$ cat src/rtl/interrupt_controller.sv
// Edge-latched, maskable, fixed-priority interrupt source for the PC interrupt port.
// Dispatches one vector at a time and blocks further dispatch until reti.
module irq_lane (
    input  logic clk,
    input  logic rst,
    input  logic irq_in,
    input  logic clr,
    output logic pending
);
    logic irq_q;
    logic rise;

    assign rise = irq_in & ~irq_q;

    // A new edge coinciding with the clear keeps the bit set
    always_ff @(posedge clk or posedge rst) begin
        if (rst) begin
            irq_q   <= 1'b0;
            pending <= 1'b0;
        end else begin
            irq_q   <= irq_in;
            pending <= rise | (pending & ~clr);
        end
    end
endmodule

module interrupt_controller #(
    parameter int          NUM_IRQ    = 4,
    parameter logic [31:0] ISR_BASE   = 32'h0000_0040,
    parameter logic [31:0] ISR_STRIDE = 32'h0000_0010
) (
    input  logic               clk,
    input  logic               rst,
    input  logic [NUM_IRQ-1:0] irq_in,
    input  logic               mask_wr,
    input  logic [NUM_IRQ-1:0] mask_wdata,
    input  logic [31:0]        ret_addr,
    input  logic               reti,
    output logic               interrupt,
    output logic [31:0]        pc_isr,
    output logic [31:0]        epc,
    output logic               in_service,
    output logic [3:0]         active_id,
    output logic [NUM_IRQ-1:0] pending
);
    typedef enum logic [1:0] {IDLE, FIRE, SERVICE} state_t;

    state_t             state;
    logic [NUM_IRQ-1:0] mask;
    logic [NUM_IRQ-1:0] eligible;
    logic [NUM_IRQ-1:0] clr;
    logic [3:0]         win_id;

    genvar g;
    generate
        for (g = 0; g < NUM_IRQ; g++) begin : g_lane
            assign clr[g] = (state == FIRE) && (active_id == 4'(g));
            irq_lane u_lane (
                .clk     (clk),
                .rst     (rst),
                .irq_in  (irq_in[g]),
                .clr     (clr[g]),
                .pending (pending[g])
            );
        end
    endgenerate

    assign eligible = pending & mask;

    // Scan high to low so the lowest set index is the last assignment
    always_comb begin
        win_id = 4'd0;
        for (int i = NUM_IRQ - 1; i >= 0; i--)
            if (eligible[i]) win_id = 4'(i);
    end

    always_ff @(posedge clk or posedge rst) begin
        if (rst)
            mask <= '0;
        else if (mask_wr)
            mask <= mask_wdata;
    end

    always_ff @(posedge clk or posedge rst) begin
        if (rst) begin
            state      <= IDLE;
            interrupt  <= 1'b0;
            pc_isr     <= 32'd0;
            epc        <= 32'd0;
            in_service <= 1'b0;
            active_id  <= 4'd0;
        end else begin
            case (state)
                IDLE: begin
                    if (|eligible) begin
                        active_id <= win_id;
                        pc_isr    <= ISR_BASE + 32'(win_id) * ISR_STRIDE;
                        epc       <= ret_addr;
                        interrupt <= 1'b1;
                        state     <= FIRE;
                    end
                end
                FIRE: begin
                    interrupt  <= 1'b0;
                    in_service <= 1'b1;
                    state      <= SERVICE;
                end
                SERVICE: begin
                    if (reti) begin
                        in_service <= 1'b0;
                        state      <= IDLE;
                    end
                end
                default: state <= IDLE;
            endcase
        end
    end
endmodule

$ cat config.mk
export PLATFORM = sky130hd
export DESIGN_NAME = interrupt_controller
export DESIGN_NICKNAME = d
export VERILOG_FILES = /design/src/rtl/interrupt_controller.sv
export SDC_FILE = /design/constraint.sdc
export NUM_CORES = 1
export LEC_CHECK = 0
export ABC_AREA = 1
export CORE_MARGIN = 8
export CORE_UTILIZATION = 25
export DETAILED_ROUTE_END_ITERATION = 8
export PLACE_DENSITY = 0.64
export SKIP_CTS_REPAIR_TIMING = 1
export SLEW_MARGIN = 5
export SYNTH_ARGS = -nofsm -noshare
export SYNTH_HDL_FRONTEND = slang
export SYNTH_HIERARCHICAL = 1
export SYNTH_SLANG_ARGS = --single-unit
$ cat constraint.sdc
create_clock -name clk -period 1.8 [get_ports clk]
set_input_delay 0.18 -clock clk [delete_from_list [all_inputs] [get_ports clk]]
set_output_delay 0.18 -clock clk [all_outputs]
set_load 0.005 [all_outputs]
==> results of run 1 <==
[power groups by stage]
stage          Sequential [W]  Clock, W  Combinational (W)
2_1_floorplan         0.00198         0            0.00139
3_3_place_gp          0.00199         0            0.00241
3_5_place_dp          0.00199         0            0.00248
4_1_cts               0.00197  0.000763            0.00248
5_1_grt               0.00204  0.000816            0.00275
6_report              0.00196  0.000713            0.00241
[Yosys cell counts (all sizes together)]
master | instances | area (sq um)
conb | 1 | 3.75
o21ai | 2 | 10.0
nand3 | 4 | 20.0
nor3 | 4 | 20.0
mux2 | 4 | 45.0
nand2 | 124 | 498
buf | 39 | 317
inv | 20 | 80.1
or2 | 1 | 6.26
dfrtp | 51 | 1280
nor2 | 2 | 10.0
[placed cells by master, fill, tap and decap left out, types with 4 or more instances in the layout]
cell | netlist | routed
clkbuf_8 | 0 | 7
nor3_1 | 4 | 4
nand3_1 | 4 | 4
nand2_1 | 113 | 113
mux2_2 | 4 | 4
clkdlybuf4s50_1 | 0 | 86
nand2_2 | 10 | 10
inv_1 | 19 | 18
dfrtp_1 | 51 | 51
conb_1 | 1 | 31
[final cells by class]
| cell class | count | area [sq um] | area share [%] |
|---|---|---|---|
| multi-input combinational | 172 | 726 | 22.6 |
| sequential | 51 | 1280 | 39.8 |
| clock buffer | 8 | 100 | 3.12 |
| tap | 111 | 139 | 4.33 |
| inverter | 20 | 80.1 | 2.50 |
| timing repair buffer | 88 | 888 | 27.7 |
[registers in the layout, indices dropped and copies added (netlist names)]
signal,cells
state,2
in_service,1
g_lane.u_lane/irq_q,4
active_id,1
g_lane.u_lane/pending,4
mask,4
interrupt,1
pc_isr,2
epc,32
[through the flow]
step	power [W]	util, %	setup WS, ps
after floorplan	0.00337	-	617
after global placement	0.00440	34.3	433
after detailed placement	0.00447	34.3	381
after CTS	0.00522	35.4	254
after global routing	0.00561	35.4	204
final	0.00508	35.4	286
[routing by layer]
metal / share of wire [%] / track usage [%] / wire length, um / up-vias
met3: 9.3 / 4.82 / 526 / 7
met2: 47 / 15.5 / 2680 / 68
li1: - / - / - / 856
met1: 42 / 10.9 / 2420 / 807
met5: 0.23 / 0 / 13 / -
met4: 0.79 / 1.91 / 45 / 2
[final timing paths]
path | startpoint | endpoint | slack [ps] | cells after the start
worst max-delay path | active_id[0] | pc_isr[4] | 290 | 1
worst min-delay path | rst | g_lane[1].u_lane/irq_q | 160 | 2
worst max register to register | state[1] | epc[20] | 390 | 6
worst min register to register | epc[22] | epc[22] | 480 | 2
max in group asynchronous | rst | epc[8] | 1230 | 3
min in group clk | irq_in[1] | g_lane[1].u_lane/irq_q | 350 | 1
[logic make-up after synthesis]
family                 synth area share [%]
AOI/OAI and AO/OA                     0.438
buffers and inverters                  17.4
DFF                                    55.8
other                                 0.164
and+or+nand+nor                        24.2
muxes                                  1.97
==> impl_metrics.env, run 1 <==
export IMPL_drt_iter0_markers=49
export IMPL_htree_levels=2
export IMPL_maxSlewViolCount=0
export IMPL_switchingPower_w=0.00186
export IMPL_cp_end_kind="output pin"
export IMPL_rows=35
export IMPL_grt_max_degree=44
export IMPL_port_buffers=86
export IMPL_pwr_share_comb_pct=47.4
export IMPL_netlist_instances=252
export IMPL_p_int_w=0.00323
export IMPL_hp_class="primary input to async pin"
export IMPL_start_kind="flop"
export IMPL_drt_total_wl_um=5690
export IMPL_post_route_drc_count=0
export IMPL_first_pass_iters=4
export IMPL_critPathTopFamily="buffers and inverters"
export IMPL_hpwlAfterDp_um=4420
export IMPL_start_util_pct=25.2
export IMPL_cap_viol_max_count=0
export IMPL_skew_ps=4.36
export IMPL_period_share_pct=84.1
export IMPL_pwr_share_seq_pct=38.6
export IMPL_viasPerCell=3.87
export IMPL_track_usage_pct=9.51
export IMPL_ys_types=17
export IMPL_via_count=1740
export IMPL_gp_congestion=0.719
export IMPL_cp_num_buf_inv=1
export IMPL_power_share_switching_pct=36.5
export IMPL_antenna_found_initial=1
export IMPL_first_global_vias=1898
export IMPL_final_hold_viol_count=0
export IMPL_ys_seq_elements=51
export IMPL_crit_required_ps=1620
export IMPL_setup_viol=0
export IMPL_clockBufferDepth=2
export IMPL_drive_above_1_share_pct=8.26
export IMPL_setup_tns_ps=0
export IMPL_cts_root_buf="clkbuf_8"
export IMPL_path_class="flop to output pin"
export IMPL_status="completed"
export IMPL_grt_pass1_wl_um=9720
export IMPL_die_x_um=112
export IMPL_n_antenna_cell=0
export IMPL_stdcell_area_sq_um=3210
export IMPL_worstSkewPairLatency_ps=300
export IMPL_syn_avg_cell_area_sq_um=9.07
export IMPL_arrival_ps=1330
export IMPL_ant_nets=0
export IMPL_yosysSeqAreaShare_pct=55.8
export IMPL_cts_sinks=51
export IMPL_crit_path_top_delay_cell="clkdlybuf4s50_1"
export IMPL_fin_crit_ps=1510
export IMPL_clkTransAtPathRegs_ps=90
export IMPL_die_h_um=112
export IMPL_powerDensity_nw_per_um2=1580
export IMPL_syn_area_sq_um=2290
export IMPL_area_growth_pct=40.4
export IMPL_die_area_sq_um=12500
export IMPL_fill_cells=937
export IMPL_timing_fmax_ghz=0.661
export IMPL_wl_per_cell_um=12.6
export IMPL_placed_area_sq_um=3110
export IMPL_overflow=0
export IMPL_cts_tree="done"
export IMPL_cts_buffers=5
export IMPL_io_pins=118
export IMPL_dp_cells=442
export IMPL_crit_chain="clkdlybuf4s50_1"
export IMPL_p_clk_share_pct=14.0
export IMPL_rsz0062_at_grt="no"
export IMPL_cellLeakagePower_nw=1.59
export IMPL_coreArea_sq_um=9060
export IMPL_slowest_delay_ps=580
export IMPL_hold_ws_ps=164
export IMPL_yosys_warnings=6
export IMPL_crit_fanout=6
export IMPL_fin_nets=382
export IMPL_vdd_drop_max_v=0.000518
export IMPL_fin_cells=450
(Power assumes the default switching activity.)
==> run 2, diff against run 1 <==
==> constraint.sdc (replaced) <==
create_clock -name clk -period 1.5 [get_ports clk]
set_input_delay 0.15 -clock clk [delete_from_list [all_inputs] [get_ports clk]]
set_output_delay 0.15 -clock clk [all_outputs]
set_load 0.005 [all_outputs]
==> impl_metrics.env, run 2 (synthesis results as in run 1) <==
export IMPL_setup_viol=0
export IMPL_first_global_vias=1839
export IMPL_regMostFlops="epc"
export IMPL_start_util_pct=25.2
export IMPL_slowest_delay_ps=550
export IMPL_layout_commonest_cell="nand2_1"
export IMPL_cts_root_buf="clkbuf_8"
export IMPL_timing_fmax_ghz=0.702
export IMPL_fin_nets=383
export IMPL_start_kind="flop"
export IMPL_io_pins=118
export IMPL_hp_class="primary input to async pin"
export IMPL_placed_area_sq_um=3120
export IMPL_clkTransAtPathRegs_ps=80
export IMPL_total_power_w=0.00603
export IMPL_largest_reg_flops=32
export IMPL_skew_ps=5.45
export IMPL_wl_met1_um=2520
export IMPL_register_area_sq_um=1280
export IMPL_overflow=0
export IMPL_powerDensity_nw_per_um2=1890
export IMPL_wl_per_cell_um=12.5
export IMPL_crit_chain="clkdlybuf4s50_1"
export IMPL_fin_crit_ps=1420
export IMPL_drive_above_1_share_pct=8.28
export IMPL_r2r_end="epc[12]"
export IMPL_area_growth_pct=39.6
export IMPL_final_util_pct=35.2
export IMPL_crit_required_ps=1350
export IMPL_arrival_ps=1270
export IMPL_die_h_um=112
export IMPL_ant_nets=0
export IMPL_cts_sinks=51
export IMPL_final_cell_mix="nand2_1, clkdlybuf4s50_1, dfrtp_1, conb_1, inv_1"
export IMPL_rows=35
export IMPL_gp_congestion=0.755
export IMPL_wl_met3_um=466
export IMPL_grt_max_degree=44
export IMPL_status="completed"
export IMPL_rsz0062_at_grt="no"
export IMPL_stdcell_area_sq_um=3190
export IMPL_cts_tree="done"
export IMPL_dr_wl_met2_um=2600
export IMPL_cts_buffers=5
export IMPL_htree_levels=2
export IMPL_port_buffers=86
export IMPL_critPathTopFamily="buffers and inverters"
export IMPL_clockBufferDepth=2
export IMPL_viasPerCell=3.78
export IMPL_n_antenna_cell=0
export IMPL_first_pass_iters=4
export IMPL_crit_path_top_delay_cell="clkdlybuf4s50_1"
export IMPL_crit_fanout=6
export IMPL_period_share_pct=94.9
export IMPL_cap_viol_max_count=0
export IMPL_fin_cells=449
export IMPL_grt_pass1_wl_um=9650
export IMPL_worst_r2r_path_depth=6
export IMPL_r2r_start="state[1]"
export IMPL_final_hold_viol_count=0
export IMPL_dp_cells=443
export IMPL_cellLeakagePower_nw=1.58
export IMPL_antenna_found_initial=0
export IMPL_cp_num_buf_inv=1
export IMPL_cp_end_kind="output pin"
export IMPL_via_count=1699
export IMPL_maxSlewViolCount=0
export IMPL_coreArea_sq_um=9060
export IMPL_hpwlAfterDp_um=4390
export IMPL_worstSkewPairLatency_ps=290
export IMPL_die_area_sq_um=12500
export IMPL_die_x_um=112
export IMPL_post_route_drc_count=0
export IMPL_dr_max_layer_used="met4"
export IMPL_vdd_drop_max_v=0.000831
export IMPL_track_usage_pct=9.35
export IMPL_multi_input_comb_area_sq_um=726
export IMPL_drt_total_wl_um=5600
export IMPL_reg2reg_setup_slack_ps=190
export IMPL_drt_iter0_markers=80
export IMPL_fill_cells=931
export IMPL_path_class="flop to output pin"
[run 2: changes by cell type in the layout (fill, tap and decap cells not counted)]
cell      change
dfrtp_1       -1
dfrtp_2       +1
buf_4         +1
clkbuf_8      -2
[run 2: how the worst max path moves through the flow]
| stage | from | endpoint | cells past startpoint |
|---|---|---|---|
| 6_report | active_id[0] | pc_isr[4] | 1 |
| 3_3_place_gp | state[1] | epc[6] | 6 |
| 5_1_grt | pc_isr[5] | active_id[1] | 1 |
| 4_1_cts | active_id[0] | pc_isr[4] | 1 |
| 2_1_floorplan | rst | active_id[0] | 1 |
| 3_5_place_dp | state[1] | epc[16] | 6 |
[run 2: area by class of cell]
| type | instances | area share (%) |
|---|---|---|
| clock buffers | 6 | 2.27 |
| multi-input cells | 172 | 22.7 |
| flip-flops and latches | 51 | 40.0 |
| inverters | 20 | 2.51 |
| repair buffers | 89 | 28.1 |
| well taps | 111 | 4.35 |
[run 2: per-stage QoR]
| step | setup slack, ps | setup TNS, ps | hold slack (ps) |
|---|---|---|---|
| 3_3_place_gp | 253 | 0 | 453 |
| 2_1_floorplan | 347 | 0 | -109 |
| 4_1_cts | -6.35 | -6.35 | 155 |
| 5_1_grt | 13.6 | 0 | 185 |
| 6_report | 75.9 | 0 | 165 |
| 3_5_place_dp | 201 | 0 | 459 |
[run 2: power breakdown]
group | switching (W) | internal [W] | total, W
registers | 0.000397 | 0.00197 | 0.00237
logic | 0.00143 | 0.00151 | 0.00294
clock network | 0.000407 | 0.000312 | 0.000720
total | 0.00224 | 0.00379 | 0.00603
[run 2: worst register-to-register path, cell delays in order (launching register included)]
cell	delay [ps]
dfrtp_1	430
nor2_2	160
nand2_1	130
nand2_4	120
buf_4	240
nand2_1	80
nand2_1	80
[run 2: layer usage]
layer / up-vias / global-route usage [%]
met5: - / 0
met4: 0 / 1.64
met3: 4 / 4.11
met2: 64 / 15.4
met1: 772 / 11.1
li1: 859 / -
